## config.mk

```make
export PLATFORM = sky130hd
export DESIGN_NAME = scr_stack_unit
export DESIGN_NICKNAME = d
export VERILOG_FILES = /design/src/rtl/scr_stack_unit_pkg.sv /design/src/rtl/scr_stack_unit_ram.sv /design/src/rtl/scr_stack_unit.sv
export SDC_FILE = /design/constraint.sdc
export NUM_CORES = 2
export LEC_CHECK = 0
export ABC_CLOCK_PERIOD_IN_PS = 8500
export CAP_MARGIN = 5
export CORE_MARGIN = 2
export CORE_UTILIZATION = 59
export CTS_BUF_LIST = sky130_fd_sc_hd__clkbuf_8
export CTS_CLUSTER_SIZE = 24
export DETAILED_ROUTE_END_ITERATION = 10
export GPL_ROUTABILITY_DRIVEN = 1
export PLACE_DENSITY = 0.75
export SLEW_MARGIN = 10
export SYNTH_ARGS = -nofsm -noshare
export SYNTH_HDL_FRONTEND = slang
export SYNTH_HIERARCHICAL = 1
export SYNTH_SLANG_ARGS = --single-unit
```

## constraint.sdc

```tcl
create_clock -name CLK -period 8.5 [get_ports CLK]
set_clock_uncertainty 0.1 [all_clocks]
set_input_delay 0.85 -clock CLK [delete_from_list [all_inputs] [get_ports CLK]]
set_output_delay 0.85 -clock CLK [all_outputs]
set_load 0.05 [all_outputs]
```

## src/rtl/scr_stack_unit_pkg.sv

```systemverilog
`default_nettype none
// ============================================================================
// Module   : scr_stack_unit_pkg
// Brief    : Shared types and default widths for the scratch/stack unit.
// Revision : 1.0  initial release
// ============================================================================
package scr_stack_unit_pkg;

    localparam int unsigned c_ADDR_W_DEF = 8;
    localparam int unsigned c_DATA_W_DEF = 10;

    typedef enum logic [1:0] {
        ST_CLEAR  = 2'd0,
        ST_IDLE   = 2'd1,
        ST_ACCESS = 2'd2
    } state_e;

endpackage
`default_nettype wire

```

## src/rtl/scr_stack_unit_ram.sv

```systemverilog
`default_nettype none
// ============================================================================
// Module   : scr_ram
// Brief    : Single-port scratch array, synchronous write and registered read.
// Revision : 1.0  initial release
// ============================================================================
module scr_ram #(
    parameter int ADDR_W = 8,
    parameter int DATA_W = 10
) (
    input  logic              clk_i,
    input  logic              we_i,
    input  logic              re_i,
    input  logic [ADDR_W-1:0] addr_i,
    input  logic [DATA_W-1:0] wdata_i,
    output logic [DATA_W-1:0] rdata_o
);

    logic [DATA_W-1:0] mem_q [0:(1<<ADDR_W)-1];
    logic [DATA_W-1:0] rdata_q;

    // Read register only loads on a read, so it holds between reads.
    always_ff @(posedge clk_i) begin
        if (we_i) begin
            mem_q[addr_i] <= wdata_i;
        end else if (re_i) begin
            rdata_q <= mem_q[addr_i];
        end
    end

    assign rdata_o = rdata_q;

endmodule
`default_nettype wire

```

## src/rtl/scr_stack_unit.sv

```systemverilog
`default_nettype none
// ============================================================================
// Module   : scr_stack_unit
// Brief    : Scratch memory with power-up clear sequence plus stack pointer.
// Revision : 1.0  initial release
// ============================================================================
module scr_stack_unit
    import scr_stack_unit_pkg::*;
#(
    parameter int ADDR_W = c_ADDR_W_DEF,
    parameter int DATA_W = c_DATA_W_DEF
) (
    input  logic              CLK,
    input  logic              RST,
    input  logic [ADDR_W-1:0] SCR_ADDR,
    input  logic [DATA_W-1:0] SCR_DIN,
    input  logic              SCR_REQ,
    input  logic              SCR_WE,
    input  logic              SP_LD,
    input  logic              SP_INCR,
    input  logic              SP_DECR,
    input  logic [ADDR_W-1:0] SP_DIN,
    output logic [DATA_W-1:0] SCR_DOUT,
    output logic              SCR_ACK,
    output logic              SCR_RDY,
    output logic [ADDR_W-1:0] SP_OUT,
    output logic [ADDR_W-1:0] SP_M1,
    output logic              SP_WRAP
);

    localparam logic [ADDR_W-1:0] c_ADDR_MAX = {ADDR_W{1'b1}};

    state_e            state_q,   state_d;
    logic [ADDR_W-1:0] clr_cnt_q, clr_cnt_d;
    logic [ADDR_W-1:0] addr_q,    addr_d;
    logic [DATA_W-1:0] din_q,     din_d;
    logic              we_q,      we_d;
    logic              rd_seen_q, rd_seen_d;
    logic [ADDR_W-1:0] sp_q,      sp_d;
    logic              wrap_q,    wrap_d;

    logic              ram_we;
    logic              ram_re;
    logic [ADDR_W-1:0] ram_addr;
    logic [DATA_W-1:0] ram_wdata;
    logic [DATA_W-1:0] ram_rdata;

    always_ff @(posedge CLK or posedge RST) begin
        if (RST) begin
            state_q   <= ST_CLEAR;
            clr_cnt_q <= '0;
            addr_q    <= '0;
            din_q     <= '0;
            we_q      <= 1'b0;
            rd_seen_q <= 1'b0;
            sp_q      <= '0;
            wrap_q    <= 1'b0;
        end else begin
            state_q   <= state_d;
            clr_cnt_q <= clr_cnt_d;
            addr_q    <= addr_d;
            din_q     <= din_d;
            we_q      <= we_d;
            rd_seen_q <= rd_seen_d;
            sp_q      <= sp_d;
            wrap_q    <= wrap_d;
        end
    end

    // Reads sample the array at the accept edge so data is valid with ACK;
    // writes commit during ACCESS from the latched copy.
    always_comb begin
        state_d   = state_q;
        clr_cnt_d = clr_cnt_q;
        addr_d    = addr_q;
        din_d     = din_q;
        we_d      = we_q;
        rd_seen_d = rd_seen_q;
        ram_we    = 1'b0;
        ram_re    = 1'b0;
        ram_addr  = SCR_ADDR;
        ram_wdata = din_q;
        SCR_RDY   = 1'b0;
        SCR_ACK   = 1'b0;
        case (state_q)
            ST_CLEAR: begin
                ram_we    = 1'b1;
                ram_addr  = clr_cnt_q;
                ram_wdata = '0;
                clr_cnt_d = clr_cnt_q + 1'b1;
                if (clr_cnt_q == c_ADDR_MAX) begin
                    state_d = ST_IDLE;
                end
            end
            ST_IDLE: begin
                SCR_RDY = 1'b1;
                if (SCR_REQ) begin
                    addr_d  = SCR_ADDR;
                    din_d   = SCR_DIN;
                    we_d    = SCR_WE;
                    ram_re  = ~SCR_WE;
                    state_d = ST_ACCESS;
                    if (!SCR_WE) begin
                        rd_seen_d = 1'b1;
                    end
                end
            end
            ST_ACCESS: begin
                SCR_ACK  = 1'b1;
                ram_addr = addr_q;
                ram_we   = we_q;
                state_d  = ST_IDLE;
            end
            default: begin
                state_d = ST_CLEAR;
            end
        endcase
    end

    always_comb begin
        sp_d   = sp_q;
        wrap_d = wrap_q;
        if (SP_LD) begin
            sp_d   = SP_DIN;
            wrap_d = 1'b0;
        end else if (SP_INCR && !SP_DECR) begin
            sp_d = sp_q + 1'b1;
            if (sp_q == c_ADDR_MAX) begin
                wrap_d = 1'b1;
            end
        end else if (SP_DECR && !SP_INCR) begin
            sp_d = sp_q - 1'b1;
            if (sp_q == '0) begin
                wrap_d = 1'b1;
            end
        end
    end

    scr_ram #(
        .ADDR_W (ADDR_W),
        .DATA_W (DATA_W)
    ) u_scr_ram (
        .clk_i   (CLK),
        .we_i    (ram_we),
        .re_i    (ram_re),
        .addr_i  (ram_addr),
        .wdata_i (ram_wdata),
        .rdata_o (ram_rdata)
    );

    // Read register has no reset; mask it until the first read after reset.
    assign SCR_DOUT = rd_seen_q ? ram_rdata : '0;
    assign SP_OUT   = sp_q;
    assign SP_M1    = sp_q - 1'b1;
    assign SP_WRAP  = wrap_q;

endmodule
`default_nettype wire

```

==> metrics.txt <==
Clock Power Share 0.399; worst ir drop on vdd 0.206 mV; Die Span Y 416 um; critical path capture point type register; RSZ-0062 raised after global routing false; main flop type after synthesis edfxtp_1; logic gate share of total power 0.006; # hold bufs at CTS 0; placed cell count around 6700; Fin. Hold Viols 0; Power per Cell Area 211 nW/um^2; commonest cells in the netlist 2570 x edfxtp_1, 640 x mux4_2, 321 x a22oi_1; vias in the first global route 49500; Final HPWL DP 133000 um; number of buffers created by CTS about 410; top-count cell post-synth edfxtp_1; EDFF count, synth 2570; Distinct cells, synth 42; IO Count 62; Detail Route Antenna Nets 0; Avg WL per Cell roughly 32 um; sequential group share of total power 0.596; Die W between 400 and 500 um; pin count of the biggest net entering global routing between 200 and 300; status completed; slowest CP cell o41ai_1; relative slew slack 0.0775; # port buffers 61; PostCTS Resize Cnt 0; Final min period 5670 ps; Tot GR Track Use 0.272; flops & latches, synth 2609; TNS Setup 0 ps; Tcrit/Tclk final 0.668; min-delay worst type in -> async; GRT overflow 0; Final Cell Area ~110000 um^2; Max Fanout on Critical Path 96; largest cells by area after synthesis edfxtp_1 77%, mux4_2 14%, a22oi_1 2.4%; CTS Sinks 2609; Synth Instances around 4600; Switch Pwr 4.74 mW; CTS tree built; leading area contributor after synthesis edfxtp_1; nets 4923; Pins Over Slew Limit 0; Syn-to-layout area delta 10.9%; clk_lat worst skew 1110 ps; CTS Buffer Depth 4; Worst Path Arrival 6280 ps; CP max stage delay approximately 1100 ps; Core ar. 169000 um^2; Via density 6.68; Post-Syn Area 99900 um^2; Mean Syn Cell Area around 22 um^2; critical path cell sequence mux2i_1 > o21ai_4 > buf_4 > buf_12 > mux4_2 > a22oi_1 > a21oi_1 > o41ai_1 > nand4_1; Leakage 38.5 nW; DRC errors left 0; Seq/Total Area, Yosys 0.782; Layout Cells excl Fill 7411; Placer Congestion 0.857; async set or reset register ratio after synthesis 0.0149; initial DRC count 7134; die area 173000 um^2; DRT Pass-1 Iters 6; Post-Route WL approximately 230000 um; clk root buf clkbuf_8; CP Launch Type register; endpoints failing setup 0; Max Cap Violations 0; placed cell areas around 100000 um^2; Required @ worst endpoint about 9100 ps; Synth warnings 6; Setup CP Type reg -> reg; top-area cell type share of the netlist area 0.772; Vias about 50000; total setup buffers inserted after CTS 0; switching share of power 0.202; Peak Freq 0.176 GHz; Syn Nets 4596; Pint 18.7 mW; antenna violations before repair 7; first-pass GRT wire length 340000 um; share of cells above drive strength 1 0.256; clk slew on worst S/H paths 60 ps; Tot Pwr approximately 23 mW; H-tree levels 5; Util after Layout 0.656; Site Rows between 150 and 200; Starting Density 0.592; Worst Tran Pin Value 1370 ps
==> per-stage QoR <==
step                hold WS (ps)  setup WS [ps]
detailed placement           396           2190
global route                 270           2470
global placement             388           1830
floorplan                    338           4.31
CTS                          152           2620
finish                       208           2830
==> power groups by stage <==
stage | clock (mW) | sequential (mW) | combinational, mW
after floorplan | 0 | 14.2 | 0.0699
after global placement | 0 | 14.2 | 0.137
after detailed placement | 0 | 14.2 | 0.138
after CTS | 9.45 | 13.9 | 0.138
after global routing | 9.99 | 13.9 | 0.146
final | 9.32 | 13.9 | 0.138
==> layout make-up <==
type / instances / area (um^2)
diodes: 10 / 25.0
flip-flops and latches: 2609 / 78200
repair buffers: 201 / 1920
inverters: 9 / 33.8
clock buffers: 415 / 5710
multi-input cells: 1656 / 20800
clock inverters: 293 / 1350
well taps: 2218 / 2780
fillers: 10500 / 58000
==> state kept, by name, indices dropped and copies added (netlist names) <==
signal	cells
u_scr_ram/mem_q	2560
din_q	10
u_scr_ram/rdata_o	10
SP_OUT	8
addr_q	8
clr_cnt_q	8
state_q	2
SP_WRAP	1
rd_seen_q	1
we_q	1
==> logic make-up after synthesis <==
| group | share of synthesized area |
|---|---|
| xor gates and xnor gates | 0.00158 |
| DFF | 0.782 |
| AOI/OAI and AO/OA | 0.0376 |
| and+or+nand+nor | 0.0182 |
| buffers and inverters | 0.0127 |
| muxes | 0.147 |
| adders and majority gates | 0.000501 |
==> cell usage in the layout, fill, tap and decap left out, types with 7 or more instances in the layout <==
cell type | synthesis | layout
nor3_1 | 34 | 23
o41ai_2 | 1 | 15
nand4_1 | 15 | 15
nor2b_1 | 22 | 8
diode_2 | 0 | 10
buf_4 | 18 | 120
nor2b_4 | 0 | 12
buf_12 | 0 | 16
nor3_2 | 0 | 11
mux2i_1 | 8 | 8
nand2b_1 | 9 | 7
xor2_1 | 9 | 9
edfxtp_1 | 2570 | 2570
o41ai_1 | 42 | 28
nor2_1 | 240 | 236
xnor2_1 | 9 | 9
clkinv_1 | 0 | 111
o21ai_0 | 17 | 14
a22oi_1 | 321 | 321
a21oi_1 | 162 | 162
inv_1 | 9 | 136
nand2_1 | 54 | 53
mux2_2 | 19 | 19
clkbuf_8 | 0 | 415
clkinv_2 | 0 | 40
and2_1 | 14 | 13
mux4_2 | 640 | 640
dfrtp_1 | 39 | 39
clkdlybuf4s50_1 | 0 | 61
nand3_1 | 16 | 16
==> critical path: cells and delay by family (launching register included) <==
kind            cells  cell delay, ps
compound gates      4            1880
buf+inv             2            1350
flops               1             720
mux                 2             830
simple gates        1             180
==> final timing paths <==
check | endpoint | depth (start not counted) | slack, ps | start
worst min-delay path | addr_q[2] | 2 | 210 | RST
min in group CLK | SP_OUT[4] | 3 | 310 | SP_DIN[4]
max in group asynchronous | clr_cnt_q[5] | 2 | 7570 | RST
worst max register to register | u_scr_ram/rdata_o[1] | 9 | 2830 | state_q[1]
worst max-delay path | u_scr_ram/rdata_o[1] | 9 | 2830 | state_q[1]
worst min register to register | addr_q[1] | 1 | 410 | addr_q[1]
==> per-layer routing <==
metal | wire length, um | track usage
met3 | 26300 | 0.0605
met5 | 29 | 0
met4 | 8650 | 0.103
met2 | 113000 | 0.422
met1 | 85500 | 0.387
Power figures use the tool's default switching activity.
